## src/rtl/lsu_rmw.sv

```systemverilog
// Load/store unit in front of a word-aligned data memory: byte/half/word access,
// sub-word stores done as a two-cycle read-modify-write, sign/zero-extended loads.
module lsu_rmw #(
    parameter int MEM_BYTES = 65536
) (
    input  logic        clk,
    input  logic        rst_n,
    input  logic        req_valid,
    output logic        req_ready,
    input  logic        req_write,
    input  logic [1:0]  req_size,
    input  logic        req_unsigned,
    input  logic [31:0] req_addr,
    input  logic [31:0] req_wdata,
    output logic        resp_valid,
    output logic        resp_err,
    output logic [31:0] resp_rdata,
    output logic [31:0] mem_adr,
    output logic [31:0] mem_wd,
    output logic        mem_write,
    input  logic [31:0] mem_rdata
);

    typedef enum logic [1:0] {IDLE, RD, WR, DONE} stateT;

    localparam logic [32:0] MemLimit = 33'(MEM_BYTES);

    stateT       state;
    logic [31:0] addrQ;
    logic [1:0]  sizeQ;
    logic        writeQ;
    logic        unsignedQ;
    logic [31:0] wdataQ;
    logic [31:0] mergeQ;

    logic        reqErr;
    logic [7:0]  laneByte;
    logic [15:0] laneHalf;
    logic [31:0] loadData;
    logic [31:0] mergeData;

    always_comb begin
        reqErr = (req_size == 2'b11)
              || (req_size == 2'b01 && req_addr[0])
              || (req_size == 2'b10 && req_addr[1:0] != 2'b00)
              || ({1'b0, req_addr} >= MemLimit);
    end

    // Lane extraction and merge both work on the registered address and size.
    always_comb begin
        laneByte  = mem_rdata[{addrQ[1:0], 3'b000} +: 8];
        laneHalf  = mem_rdata[{addrQ[1], 4'b0000} +: 16];
        loadData  = 32'd0;
        mergeData = mem_rdata;
        case (sizeQ)
            2'b00: begin
                loadData = unsignedQ ? {24'd0, laneByte} : {{24{laneByte[7]}}, laneByte};
                mergeData[{addrQ[1:0], 3'b000} +: 8] = wdataQ[7:0];
            end
            2'b01: begin
                loadData = unsignedQ ? {16'd0, laneHalf} : {{16{laneHalf[15]}}, laneHalf};
                mergeData[{addrQ[1], 4'b0000} +: 16] = wdataQ[15:0];
            end
            2'b10: loadData = mem_rdata;
            default: loadData = 32'd0;
        endcase
    end

    assign req_ready = (state == IDLE);
    assign mem_adr   = {addrQ[31:2], 2'b00};
    // A reset asserted during WR must keep the memory untouched.
    assign mem_write = (state == WR) && rst_n;
    assign mem_wd    = (state == WR) ? ((sizeQ == 2'b10) ? wdataQ : mergeQ) : 32'd0;

    always_ff @(posedge clk) begin
        if (!rst_n) begin
            state      <= IDLE;
            addrQ      <= 32'd0;
            sizeQ      <= 2'b00;
            writeQ     <= 1'b0;
            unsignedQ  <= 1'b0;
            wdataQ     <= 32'd0;
            mergeQ     <= 32'd0;
            resp_valid <= 1'b0;
            resp_err   <= 1'b0;
            resp_rdata <= 32'd0;
        end else begin
            resp_valid <= 1'b0;
            resp_err   <= 1'b0;
            case (state)
                IDLE: begin
                    if (req_valid) begin
                        addrQ      <= req_addr;
                        sizeQ      <= req_size;
                        writeQ     <= req_write;
                        unsignedQ  <= req_unsigned;
                        wdataQ     <= req_wdata;
                        resp_rdata <= 32'd0;
                        if (reqErr) begin
                            state      <= DONE;
                            resp_valid <= 1'b1;
                            resp_err   <= 1'b1;
                        end else if (req_write && req_size == 2'b10) begin
                            state <= WR;
                        end else begin
                            state <= RD;
                        end
                    end
                end
                RD: begin
                    if (writeQ) begin
                        mergeQ <= mergeData;
                        state  <= WR;
                    end else begin
                        resp_rdata <= loadData;
                        resp_valid <= 1'b1;
                        state      <= DONE;
                    end
                end
                WR: begin
                    resp_valid <= 1'b1;
                    state      <= DONE;
                end
                default: state <= IDLE;
            endcase
        end
    end

endmodule

```

## config.mk

```make
export PLATFORM = sky130hd
export DESIGN_NAME = lsu_rmw
export DESIGN_NICKNAME = d
export VERILOG_FILES = /design/src/rtl/lsu_rmw.sv
export SDC_FILE = /design/constraint.sdc
export NUM_CORES = 1
export LEC_CHECK = 0
export BUFFER_PORTS_ARGS = -buffer_cell sky130_fd_sc_hd__clkbuf_2
export CORE_MARGIN = 2
export CORE_UTILIZATION = 25
export DETAILED_ROUTE_END_ITERATION = 12
export GPL_TIMING_DRIVEN = 0
export PLACE_DENSITY = 0.45
export SETUP_SLACK_MARGIN = 0.1
export SKIP_CTS_REPAIR_TIMING = 1
export SLEW_MARGIN = 20
export SYNTH_ARGS = -nofsm -noshare
export SYNTH_HDL_FRONTEND = slang
export SYNTH_SLANG_ARGS = --single-unit
```

## constraint.sdc

```tcl
create_clock -name clk -period 2.7 [get_ports clk]
set_input_delay 0.405 -clock clk [delete_from_list [all_inputs] [get_ports clk]]
set_output_delay 0.405 -clock clk [all_outputs]
set_load 0.01 [all_outputs]
```

==> metrics.txt <==
status finished, final reports clean; LEAKAGE between 3 and 4 nW; WP data required 2.30 ns; final worst slack 0.180 ns; Max VDD drop 0.314 mV; max-cap violation count 0; Final Hold Violating Endpoints 0; Die Span Y 172 microns; Slew Limit Fails 0; Sequential Power Share 32.9%; skew final 0.0200 ns; routed vias 7,491; Worst Max-Slew Pin Slew 1.02 ns; 1st-iter DRT viols 627; R2R depth 9; post-synthesis cell count 916; Worst Hold Launch req_addr[13]; worst slack, placed -0.318 ns; crit path time final 2.52 ns; CTS Buf Count 17; antenna diode count 0; Via density 4.91; initial antenna violation count 0; Clock Root Buffer clkbuf_16; TritonCTS clock tree done; I/O pin cnt 203; GRT Util Overall 19.7%; period utilisation layout 93.3%; Psw 3.15 mW; Finished Core Util approximately a third; Final setup viols 0; CTS Buffer Depth 2; Crit Path Max Fanout 10; die area 0.0295 sq mm; layout cells sized above 1 27.9%; Syn-to-layout area delta 30.9%; CP arrival 2.11 ns; drt first pass iters 5; Post-DRT Antenna Nets 0; Congestion Overflow GR 0; logic gate share of total power 36.5%; fillcell total between 3,000 and 4,000; nets ~1,200; Rows between 60 and 70; Synth Cell Area around 0.007 sq mm; worst hold endpoint addrQ[13]$_SDFFE_PN0P_; chip width 172 microns; DP HPWL ~22 mm; DR WL/cell 19.2 microns; core box area 0.0278 sq mm; Synth warnings 0; Int Pwr between 4 and 5 mW; routability cong. a little over 0.8; Synth Register Bits 136; Sw Share 39.4%; register area share after synthesis 38.7%; fin area around 0.009 sq mm; hold crit path type in2reg; Fin Hold WS 0.190 ns; fmax approximately 0.40 GHz; mean post-synth cell area 7.68 sq um; top cells by area, synth dfxtp_1 39%, a21oi_1 12%, nand2_1 11%; worst skew pair latency 0.43 ns; Clk pwr share approximately 31%; pin count of the biggest net entering global routing 17; global-route wire length before repair 43.3 mm; Worst slew margin 32.1%; clk sinks 136; Routed WL approximately 30 mm; Initial Util 25.3%; Top FF cell, synth dfxtp_1; vias in the first global route 7,171; Hold Path Cell Cnt 3; reg-to-reg endpoint mergeQ[26]$_SDFFE_PN0P_; Reg-to-Reg Start addrQ[1]$_SDFFE_PN0P_; EDFF count, synth 0; Residual DRC 0; Clk pin slew, worst setup/hold paths around 0.070 ns; CP Launch Type flop; critical path class reg2out; ys async rst share 0%; reg2reg setup slack 0.27 ns; crit end category output pin; Buffers on Ports 200; RSZ-0062 raised after global routing true; Power per Cell Area 870 mW/mm^2; Unique masters post-synth 45; H-tree depth 4; Yosys top cell area share 38.7%; Placement Cell Area 0.00851 sq mm; dominant cell type by area after synthesis dfxtp_1
## kinds of logic after synthesis
family	count (synthesis)	share of synthesized area [%]
mux	17	2.92
buf+inv	122	8.48
flops	136	38.7
simple gates	307	19.3
other cells	1	0.0533
fa+ha+maj	9	1.60
compound gates	324	28.9
## Yosys cell counts, drive strengths merged, types with 2 or more instances
master and number:
a221oi 24, inv 12, nor4 5, nor3 5, ha 9, or3 16
nor2 22, nand3b 9, a22o 22, a222oi 8, and2 2, clkbuf 57
o21ai 51, clkinv 2, o311a 8, a211oi 18, dfxtp 136, nand2 215
a21oi 170, mux2 15, o31ai 3, a22oi 16, nor2b 23, buf 51
nand2b 4
## worst max-delay path by stage
stage | start | end | slack (ns) | cells after the start
6_report | sizeQ[0]$_SDFFE_PN0P_ | mem_wd[0] | 0.18 | 7
2_1_floorplan | addrQ[1]$_SDFFE_PN0P_ | mergeQ[24]$_SDFFE_PN0P_ | 0.40 | 9
3_5_place_dp | addrQ[1]$_SDFFE_PN0P_ | mergeQ[4]$_SDFFE_PN0P_ | -0.32 | 8
5_1_grt | sizeQ[0]$_SDFFE_PN0P_ | mem_wd[16] | 0.07 | 7
4_1_cts | sizeQ[0]$_SDFFE_PN0P_ | mem_wd[31] | -0.53 | 7
3_3_place_gp | addrQ[1]$_SDFFE_PN0P_ | mergeQ[4]$_SDFFE_PN0P_ | -0.29 | 8
## state kept, by name, indices dropped and copies added, names as in the netlist
signal	cells
state	2
resp_err	1
unsignedQ	1
sizeQ	2
resp_rdata	32
writeQ	1
mergeQ	32
resp_valid	1
wdataQ	32
addrQ	32
## area by class of cell
class / count / area [sq um] / area share, %
Multi-Input combinational cell: 659 / 3760 / 40.8
Sequential cell: 136 / 2720 / 29.6
Timing Repair Buffer: 200 / 1000 / 10.9
Buffer: 108 / 588 / 6.39
Tap cell: 378 / 473 / 5.14
Clock buffer: 20 / 437 / 4.74
Clock inverter: 12 / 166 / 1.81
Inverter: 14 / 56.3 / 0.612
## placed cells by master (no fill, tap or decap), drive strengths merged, types with 9 or more instances in the layout
master	instances
dfxtp	136
nor2	22
a21oi	170
a221oi	24
ha	9
mux2	15
nand2	215
a211oi	18
inv	16
or3	16
o21ai	51
clkbuf	274
buf	54
nor2b	23
a22o	22
nand3b	9
a22oi	16
## critical path, cell delays in order (launching register included)
cell	delay (ns)
dfxtp_1	0.32
buf_2	0.20
nor2b_1	0.17
clkbuf_4	0.26
buf_4	0.24
nand2_1	0.09
a21oi_1	0.22
clkbuf_2	0.18
## power groups by stage
stage	clock, mW	combinational (mW)	sequential [mW]
after floorplan	0	1.84	2.59
after global placement	0	2.85	2.66
after detailed placement	0	2.85	2.66
after CTS	2.51	2.86	2.62
after global routing	2.58	3.24	2.67
final	2.45	2.92	2.63
## metrics by stage
| step | power (mW) | std cells | TNS (ns) |
|---|---|---|---|
| finish | 8.01 | 1527 | 0 |
| global route | 8.49 | 1527 | 0 |
| CTS | 7.99 | 1527 | -12.60 |
| detailed placement | 5.52 | 1495 | -4.06 |
| global placement | 5.50 | 1495 | -3.84 |
| floorplan | 4.44 | 917 | 0 |
## per-layer routing
metal	vias to the layer above	share of wire (%)	GRT usage, %
li1	3661	-	-
met1	3541	47	27.6
met2	264	44	30.0
met3	25	7.4	5.38
met4	0	1.6	4.97
met5	-	0	0
Power figures use the tool's default switching activity.
